File: config.mk
export PLATFORM = sky130hd
export DESIGN_NAME = cis_dvp_capture
export DESIGN_NICKNAME = d
export VERILOG_FILES = /design/src/rtl/cis_dvp_capture.sv
export SDC_FILE = /design/constraint.sdc
export NUM_CORES = 1
export LEC_CHECK = 0
export BUFFER_PORTS_ARGS = -buffer_cell sky130_fd_sc_hd__buf_4
export CORE_MARGIN = 3
export CORE_UTILIZATION = 40
export CTS_CLUSTER_SIZE = 10
export DETAILED_ROUTE_END_ITERATION = 12
export PLACE_DENSITY = 0.61
export SYNTH_ARGS = -nofsm -noshare
export SYNTH_HDL_FRONTEND = slang
export SYNTH_SLANG_ARGS = --single-unit
File: constraint.sdc
create_clock -name wb_clk_i -period 5.35 [get_ports wb_clk_i]
set_input_delay 1.07 -clock wb_clk_i [delete_from_list [all_inputs] [get_ports wb_clk_i]]
set_output_delay 1.07 -clock wb_clk_i [all_outputs]
set_load 0.02 [all_outputs]
File: src/rtl/cis_dvp_capture.sv
// CIS parallel (DVP) port capture: synchronizes the sensor pins into wb_clk_i, frames pixels
// with SOF/EOL markers through a one-pixel hold register and buffers them in a FWFT FIFO.
module cis_dvp_capture #(
  parameter int DW         = 10,
  parameter int FIFO_DEPTH = 8,
  parameter int COL_W      = 12,
  parameter int ROW_W      = 12
) (
  input  logic             wb_clk_i,
  input  logic             wb_rst_n,
  input  logic             cis_pclk,
  input  logic             cis_href,
  input  logic             cis_vsync,
  input  logic [DW-1:0]    cis_data,
  input  logic             cap_en,
  output logic [DW-1:0]    pix_data,
  output logic             pix_sof,
  output logic             pix_eol,
  output logic             pix_valid,
  input  logic             pix_ready,
  output logic [ROW_W-1:0] line_cnt,
  output logic [COL_W-1:0] col_cnt_last,
  output logic [7:0]       frame_cnt,
  output logic             ovf,
  input  logic             ovf_clr
);

  localparam int AW = $clog2(FIFO_DEPTH);
  localparam int EW = DW + 2;

  typedef enum logic [1:0] {IDLE, WAIT_FRAME, IN_FRAME} state_t;

  state_t state, state_next;

  logic [2:0]    pclk_sync, href_sync, vs_sync;
  logic [DW-1:0] data_s1, data_s2;
  logic          pclk_rise, href_rise, href_fall, vs_fall, vs_rise;

  logic          frame_start, frame_end, in_frame, capture, line_end;
  logic          line_active, sof_pend;
  logic          hold_valid, hold_sof;
  logic [DW-1:0] hold_data;
  logic [COL_W-1:0] col_cnt;

  logic          push_en, pop, full, empty, accept, drop;
  logic [EW-1:0] push_word, head;
  logic [EW-1:0] mem [FIFO_DEPTH];
  logic [AW:0]   wr_ptr, rd_ptr;

  // Stage [1] is the synchronized level, stage [2] only exists to detect edges.
  always_ff @(posedge wb_clk_i or negedge wb_rst_n) begin
    if (!wb_rst_n) begin
      pclk_sync <= '0;
      href_sync <= '0;
      vs_sync   <= '0;
      data_s1   <= '0;
      data_s2   <= '0;
    end else begin
      pclk_sync <= {pclk_sync[1:0], cis_pclk};
      href_sync <= {href_sync[1:0], cis_href};
      vs_sync   <= {vs_sync[1:0], cis_vsync};
      data_s1   <= cis_data;
      data_s2   <= data_s1;
    end
  end

  assign pclk_rise = pclk_sync[1] & ~pclk_sync[2];
  assign href_rise = href_sync[1] & ~href_sync[2];
  assign href_fall = ~href_sync[1] & href_sync[2];
  assign vs_fall   = ~vs_sync[1] & vs_sync[2];
  assign vs_rise   = vs_sync[1] & ~vs_sync[2];

  always_ff @(posedge wb_clk_i or negedge wb_rst_n) begin
    if (!wb_rst_n) state <= IDLE;
    else           state <= state_next;
  end

  always_comb begin
    state_next  = state;
    frame_start = 1'b0;
    frame_end   = 1'b0;
    case (state)
      IDLE: if (cap_en) state_next = WAIT_FRAME;
      WAIT_FRAME: begin
        if (!cap_en) state_next = IDLE;
        else if (vs_fall) begin
          state_next  = IN_FRAME;
          frame_start = 1'b1;
        end
      end
      IN_FRAME: begin
        if (vs_rise) begin
          frame_end  = 1'b1;
          state_next = cap_en ? WAIT_FRAME : IDLE;
        end
      end
      default: state_next = IDLE;
    endcase
  end

  // A line already running when the frame opens is skipped until its next href_rise.
  assign in_frame = (state == IN_FRAME);
  assign capture  = in_frame & (line_active | href_rise) & pclk_rise & href_sync[1];
  assign line_end = in_frame & line_active & href_fall;

  always_comb begin
    push_en   = 1'b0;
    push_word = {hold_sof, 1'b0, hold_data};
    if (hold_valid && capture) begin
      push_en = 1'b1;
    end else if (hold_valid && line_end) begin
      push_en   = 1'b1;
      push_word = {hold_sof, 1'b1, hold_data};
    end
  end

  always_ff @(posedge wb_clk_i or negedge wb_rst_n) begin
    if (!wb_rst_n) begin
      line_active  <= 1'b0;
      sof_pend     <= 1'b0;
      hold_valid   <= 1'b0;
      hold_sof     <= 1'b0;
      hold_data    <= '0;
      col_cnt      <= '0;
      col_cnt_last <= '0;
      line_cnt     <= '0;
      frame_cnt    <= '0;
    end else begin
      if (!in_frame)      line_active <= 1'b0;
      else if (href_rise) line_active <= 1'b1;
      else if (href_fall) line_active <= 1'b0;

      if (frame_start)  sof_pend <= 1'b1;
      else if (capture) sof_pend <= 1'b0;

      if (capture) begin
        hold_valid <= 1'b1;
        hold_data  <= data_s2;
        hold_sof   <= sof_pend;
      end else if (line_end || !in_frame) begin
        hold_valid <= 1'b0;
      end

      if (in_frame && href_rise)           col_cnt <= COL_W'(capture);
      else if (capture && col_cnt != '1)   col_cnt <= col_cnt + COL_W'(1);

      if (frame_start) line_cnt <= '0;
      else if (line_end) begin
        col_cnt_last <= col_cnt;
        if (line_cnt != '1) line_cnt <= line_cnt + ROW_W'(1);
      end

      if (frame_end) frame_cnt <= frame_cnt + 8'd1;
    end
  end

  // A push at full is still taken when the head leaves in the same cycle.
  assign empty  = (wr_ptr == rd_ptr);
  assign full   = (wr_ptr[AW] != rd_ptr[AW]) && (wr_ptr[AW-1:0] == rd_ptr[AW-1:0]);
  assign pop    = !empty && pix_ready;
  assign accept = push_en && (!full || pop);
  assign drop   = push_en && full && !pop;

  always_ff @(posedge wb_clk_i) begin
    if (accept) mem[wr_ptr[AW-1:0]] <= push_word;
  end

  always_ff @(posedge wb_clk_i or negedge wb_rst_n) begin
    if (!wb_rst_n) begin
      wr_ptr <= '0;
      rd_ptr <= '0;
      ovf    <= 1'b0;
    end else begin
      if (accept)       wr_ptr <= wr_ptr + (AW+1)'(1);
      if (pop)          rd_ptr <= rd_ptr + (AW+1)'(1);
      if (drop)         ovf <= 1'b1;
      else if (ovf_clr) ovf <= 1'b0;
    end
  end

  assign head      = mem[rd_ptr[AW-1:0]];
  assign pix_valid = !empty;
  assign {pix_sof, pix_eol, pix_data} = pix_valid ? head : '0;

endmodule

# Yosys cells after proc, flatten, opt, wreduce, memory -nomap -nowiden
# Memory sizes are Yosys's and may differ from the RTL's.
# Cells that the tools add are included.
# W data, S select, Z words.
[word_totals] word_cells=109 ff_bits=98 memories=1 out_inout_bits=46 inputBits=18 ram_bits=96
[op_classes] n_reduce_logical=25 muxes=32 bitwise=17 eq_ne=11 add_sub_neg=5
[memory_table] name="mem" words=8 word_bits=12 rd=1 rd_ports_with_merged_regs=0 write_ports=1 line="47" rtl="logic [EW-1:0] mem [FIFO_DEPTH];"
[ops] operator="$mux W12" count=6
[ops] operator="$add A12 B1 Y12 const B" count=2
[ops] operator="$ne A12 B12 Y1 const B" count=2
[ops] operator="$mux W11" count=2
[ops] operator="$mux W1" count=19
[ops] operator="$reduce_bool A2 Y1" count=6
[ops] operator="$and A1 B1 Y1" count=10
[ops] operator="$logic_and A1 B1 Y1" count=9
[ops] operator="$add A4 B1 Y4 const B" count=2
[ops] operator="$add A8 B1 Y8 const B" count=1
[ops] operator="$mux W2" count=4
[ops] operator="$ne A3 B3 Y1 const B" count=2
[ops] operator="$not A1 Y1" count=6
[ops] operator="$pmux W2 S3" count=1
[ops] operator="$eq A4 B4 Y1" count=1
[ops] operator="$logic_not A1 Y1" count=4
[ops] operator="$ne A2 B2 Y1 const B" count=2
[ops] operator="$reduce_and A2 Y1" count=2
[ops] operator="$eq A3 B3 Y1" count=1
[ops] operator="$reduce_and A3 Y1" count=1
[ops] operator="$eq A2 B1 Y1 const B" count=1
[ops] operator="$eq A2 B2 Y1 const B" count=1
[ops] operator="$logic_not A2 Y1" count=1
[ops] operator="$logic_or A1 B1 Y1" count=2
[ops] operator="other kinds (2)" count=2

# Depth between registers and ports, before layout
[depth] ltp_word=11 ltp_mapped=8 mapped_depth_nobuf=7

# Worst setup path after synthesis
# Ideal clock, no wire load.
[synth_path] path_type="input -> register" startpoint="input port pix_ready" endpoint="memory mem[4][0] (netlist bit) (enable)" path_slack_ps=2172 required_time_ps=4933 setup_time_ps=417 cell_stages=3 n_path_buf=0 arrival_ps=2761 path_cell_list="or2_2 > o221ai_4 > nor4b_1"
[synth_via] elab_chain_len=5
[synth_rtl] element="start, declared" line="20" rtl="input logic pix_ready,"
[synth_rtl] element="$logic_and A1 B1 Y1" line="160" rtl="assign pop = !empty && pix_ready;"
[synth_rtl] element="$logic_or A1 B1 Y1" line="161" rtl="assign accept = push_en && (!full || pop);"
[synth_rtl] element="$logic_and A1 B1 Y1" line="161"
[synth_rtl] element="$mux W1" line="165" rtl="if (accept) mem[wr_ptr[AW-1:0]] <= push_word;"
[synth_rtl] element="$mux W1 (implied by the code)" line="165"
[synth_rtl] element="end, declared" line="47"
# Every way passes these cells.

# Worst setup path in the final report
[layout_path] startpoint="register rd_ptr[2]" endpoint="output port pix_data[3]"
[layout_via] elab_chain_len=2 elab_cells_between_ends=3 cone_classes="eq/ne (1); mux (1); memory (1)"
[layout_rtl] element="start, declared" line="48" rtl="logic [AW:0] wr_ptr, rd_ptr;"
[layout_rtl] element="start signal, assigned" line="175" rtl="if (pop) rd_ptr <= rd_ptr + (AW+1)'(1);"
[layout_rtl] element="$mem_v2 Z8 W12 / $eq A4 B4 Y1 (equally long branches)"
[layout_rtl] element="$mux W12 (*)" line="183" rtl="assign {pix_sof, pix_eol, pix_data} = pix_valid ? head : '0;"
[layout_rtl] element="end, declared" line="16" rtl="output logic [DW-1:0] pix_data,"
# Mark *: on every way between the ends. The rest lies on a longest branch, timed or not.

==> out/qor.csv <==
metric;value;unit
syn_inst;525;
grt_remaining_overflow;0;
wl;14440;µm
regArea;0.005335;mm²
io_pins;64;
postCtsHoldBufs;0;
path_class;reg -> out;
clock_path_buffers;2;
max_cap_violations;0;
grt_busiest_layer;met2;
diodes;0;
final_layout_size_suffix_gt1_share;24.09;%
numClockSinks;194;
cts_root_buf;clkbuf_16;
vias_per_cell;4.956;
core;0.01883;mm²
p_leak;3.769;nW
wl_per_cell;16.67;µm
drt-pass1-iter-count;4;
tns;0;ns
netlist_area;0.007715;mm²
p_switching;1.033;mW
cts_buffers;17;
tightest_slew;1.074;ns
synth_cell_types;53;
initial_core_util;40.97;%
post_cts_buffers;0;
antenna_found_initial;0;
h-tree-depth;4;
critPathLaunch;rd_ptr[2];
sw_frac_of_total;27.58;%
grt_use_total;14.85;%
fin_nets;618;
io_buffers;63;
ys_seq_area_share;69.15;%
async_flop_share;50.52;%
setup_viol;0;
post-route-util;48.33;%
synth_nets;550;
peakVddDrop;0.2237;mV
grt_pass1_vias;4260;
placementRows;50;
start_kind;flop;
grt_pass1_wl;23560;µm
area.growth.synth_to_final;17.97;%
dp_hpwl;9324;µm
clk_pin_slew;0.07;ns
combPwrFrac;21.1;%
slew_headroom;28.08;%
r2r_start;rd_ptr[2];
yosys_warnings;0;
die_w;144.9;µm
finClkSkew;0.01063;ns
powerDensity;411.7;mW/mm²
met2_usage;22.38;%
pwr-share-clk;33.1;%
grt_start_max_net_pins;51;
drc;0;
postPlaceCellArea;0.008506;mm²
fill_cells;1625;
cp_data_arrival_time;2.39;ns
period_share;64.65;%
avgSynthCellArea;14.70;µm²
cp_max_fo;16;
clk_latency;0.43;ns
grt_util_met1;21.18;%
die_h;144.9;µm
place_congestion;0.8348;
vias;4292;
p_int;2.713;mW
worstPathRequired;4.28;ns
met3_usage;4.272;%
cts_tree;done;
hold_start;data_s1[8];
die-area;0.02099;mm²
rsz0062_at_grt;no;
fmax;289.1;MHz
synth_flop_cell;dfrtp_1;
layout_min_cycle_time;3.459;ns
ys_ff_latch;194;
multi_input_area;0.002282;mm²
slew_violations;0;
p_seq_share;45.7;%
min_path_type;reg -> reg;
hold_viol_final;0;
ant_nets;0;
cts_resized;0;
fin_area;0.009101;mm²
drt_iter0_markers;238;
critPathCaptureType;primary output;
synth_edf_count;96;
status;complete, no violations;
## routing by layer
| metal | vias up | part of all wire, % |
|---|---|---|
| li1 | 2021 | - |
| met5 | - | 0 |
| met1 | 2171 | 47 |
| met2 | 89 | 47 |
| met4 | 0 | 1.4 |
| met3 | 11 | 4.6 |
## logic make-up after synthesis
group / after synthesis / share of synthesized area [%]
AND/OR/NAND/NOR: 202 / 13.14
flip-flops: 194 / 69.15
multiplexers: 43 / 9.520
XOR/XNOR: 29 / 3.292
buffers and inverters: 29 / 1.735
AO/OA/AOI/OAI: 21 / 2.027
adder cells (fa/ha/maj): 7 / 1.135
## sequential cells by signal (all words and copies together) (netlist names)
register      cells
ovf               1
data_s2          10
state             2
rd_ptr            4
data_s1          10
hold_data        10
frame_cnt         8
hold_sof          1
col_cnt          12
pclk_sync         3
hold_valid        1
wr_ptr            4
href_sync         3
mem              96
line_cnt         12
line_active       1
col_cnt_last     12
sof_pend          1
vs_sync           3
## area by class of cell
class / instances / share of cell area (%)
flip-flops and latches: 194 / 58.62
multi-input cells: 302 / 25.08
repair buffers: 72 / 5.939
clock buffers: 24 / 5.870
well taps: 260 / 3.574
clock inverters: 8 / 0.6736
inverters: 6 / 0.2475
## Yosys cell counts (3+ instances only)
library cell	n	share of area, %
xnor2_1	18	2.0
inv_1	6	0.29
nand3_1	14	0.91
nor3_1	8	0.52
nor4_1	3	0.24
o21ai_0	6	0.39
nor2_1	38	1.8
and3_1	6	0.49
nand2_1	90	4.4
buf_2	9	0.58
dfrtp_1	98	32
nand4_1	8	0.65
and4_1	4	0.45
xor2_1	11	1.2
clkbuf_1	8	0.39
nor2b_1	3	0.24
ha_1	7	1.1
edfxtp_1	96	37
mux2i_1	16	2.1
mux4_2	24	7.0
nand2b_1	3	0.24
a21oi_1	5	0.32
and2_1	3	0.24
## final timing paths
check / endpoint / slack (ns) / cells past startpoint
worst max register to register: mem[6][9] / 2.21 / 5
min in group asynchronous: frame_cnt[5] / 0.65 / 1
max in group asynchronous: rd_ptr[2] / 3.60 / 2
worst max-delay path: pix_data[3] / 1.89 / 6
worst min-delay path: data_s2[8] / 0.35 / 0
worst min register to register: data_s2[8] / 0.35 / 0
## placed cells by master, fill, tap and decap left out, types with 3 or more instances in the layout
cell	Yosys	final
ha_1	7	7
clkbuf_8	0	4
nand3_1	14	14
o21ai_0	6	6
dfrtp_1	98	98
xnor2_1	18	18
and2_1	3	3
mux4_2	24	24
and4_1	4	4
mux2i_1	16	16
nand4_1	8	8
nor2_1	38	38
clkinv_4	0	3
nand2_1	90	90
inv_1	6	6
nand2b_1	3	3
a21oi_1	5	5
edfxtp_1	96	96
nor3_1	8	8
clkbuf_16	0	19
nor2b_1	3	3
and3_1	6	6
xor2_1	11	11
buf_4	1	72
## power by group through the flow
stage	Sequential, mW	Clock, mW	Combinational [mW]
floorplan	1.72	0	0.546
global placement	1.74	0	0.794
detailed placement	1.75	0	0.806
CTS	1.72	1.27	0.807
global route	1.73	1.34	0.857
finish	1.71	1.24	0.791
## metrics by stage
step | setup WS, ns | hold WS [ns] | power (mW) | std cells
2_1_floorplan | 2.172 | 0.3312 | 2.267 | 525
3_3_place_gp | 2.245 | 0.3323 | 2.533 | 834
3_5_place_dp | 2.173 | 0.3347 | 2.551 | 834
4_1_cts | 1.835 | 0.3482 | 3.795 | 866
5_1_grt | 1.744 | 0.3546 | 3.919 | 866
6_report | 1.891 | 0.3456 | 3.747 | 866
## critical path, cell delays in order (launching register included)
cell and delay (ns):
dfrtp_1 0.93, xnor2_1 0.19, nand3_1 0.21, nor2b_1 0.16, buf_4 0.24, nor2_1 0.08
buf_4 0.16
No activity file was read; power rests on OpenSTA's default activity.
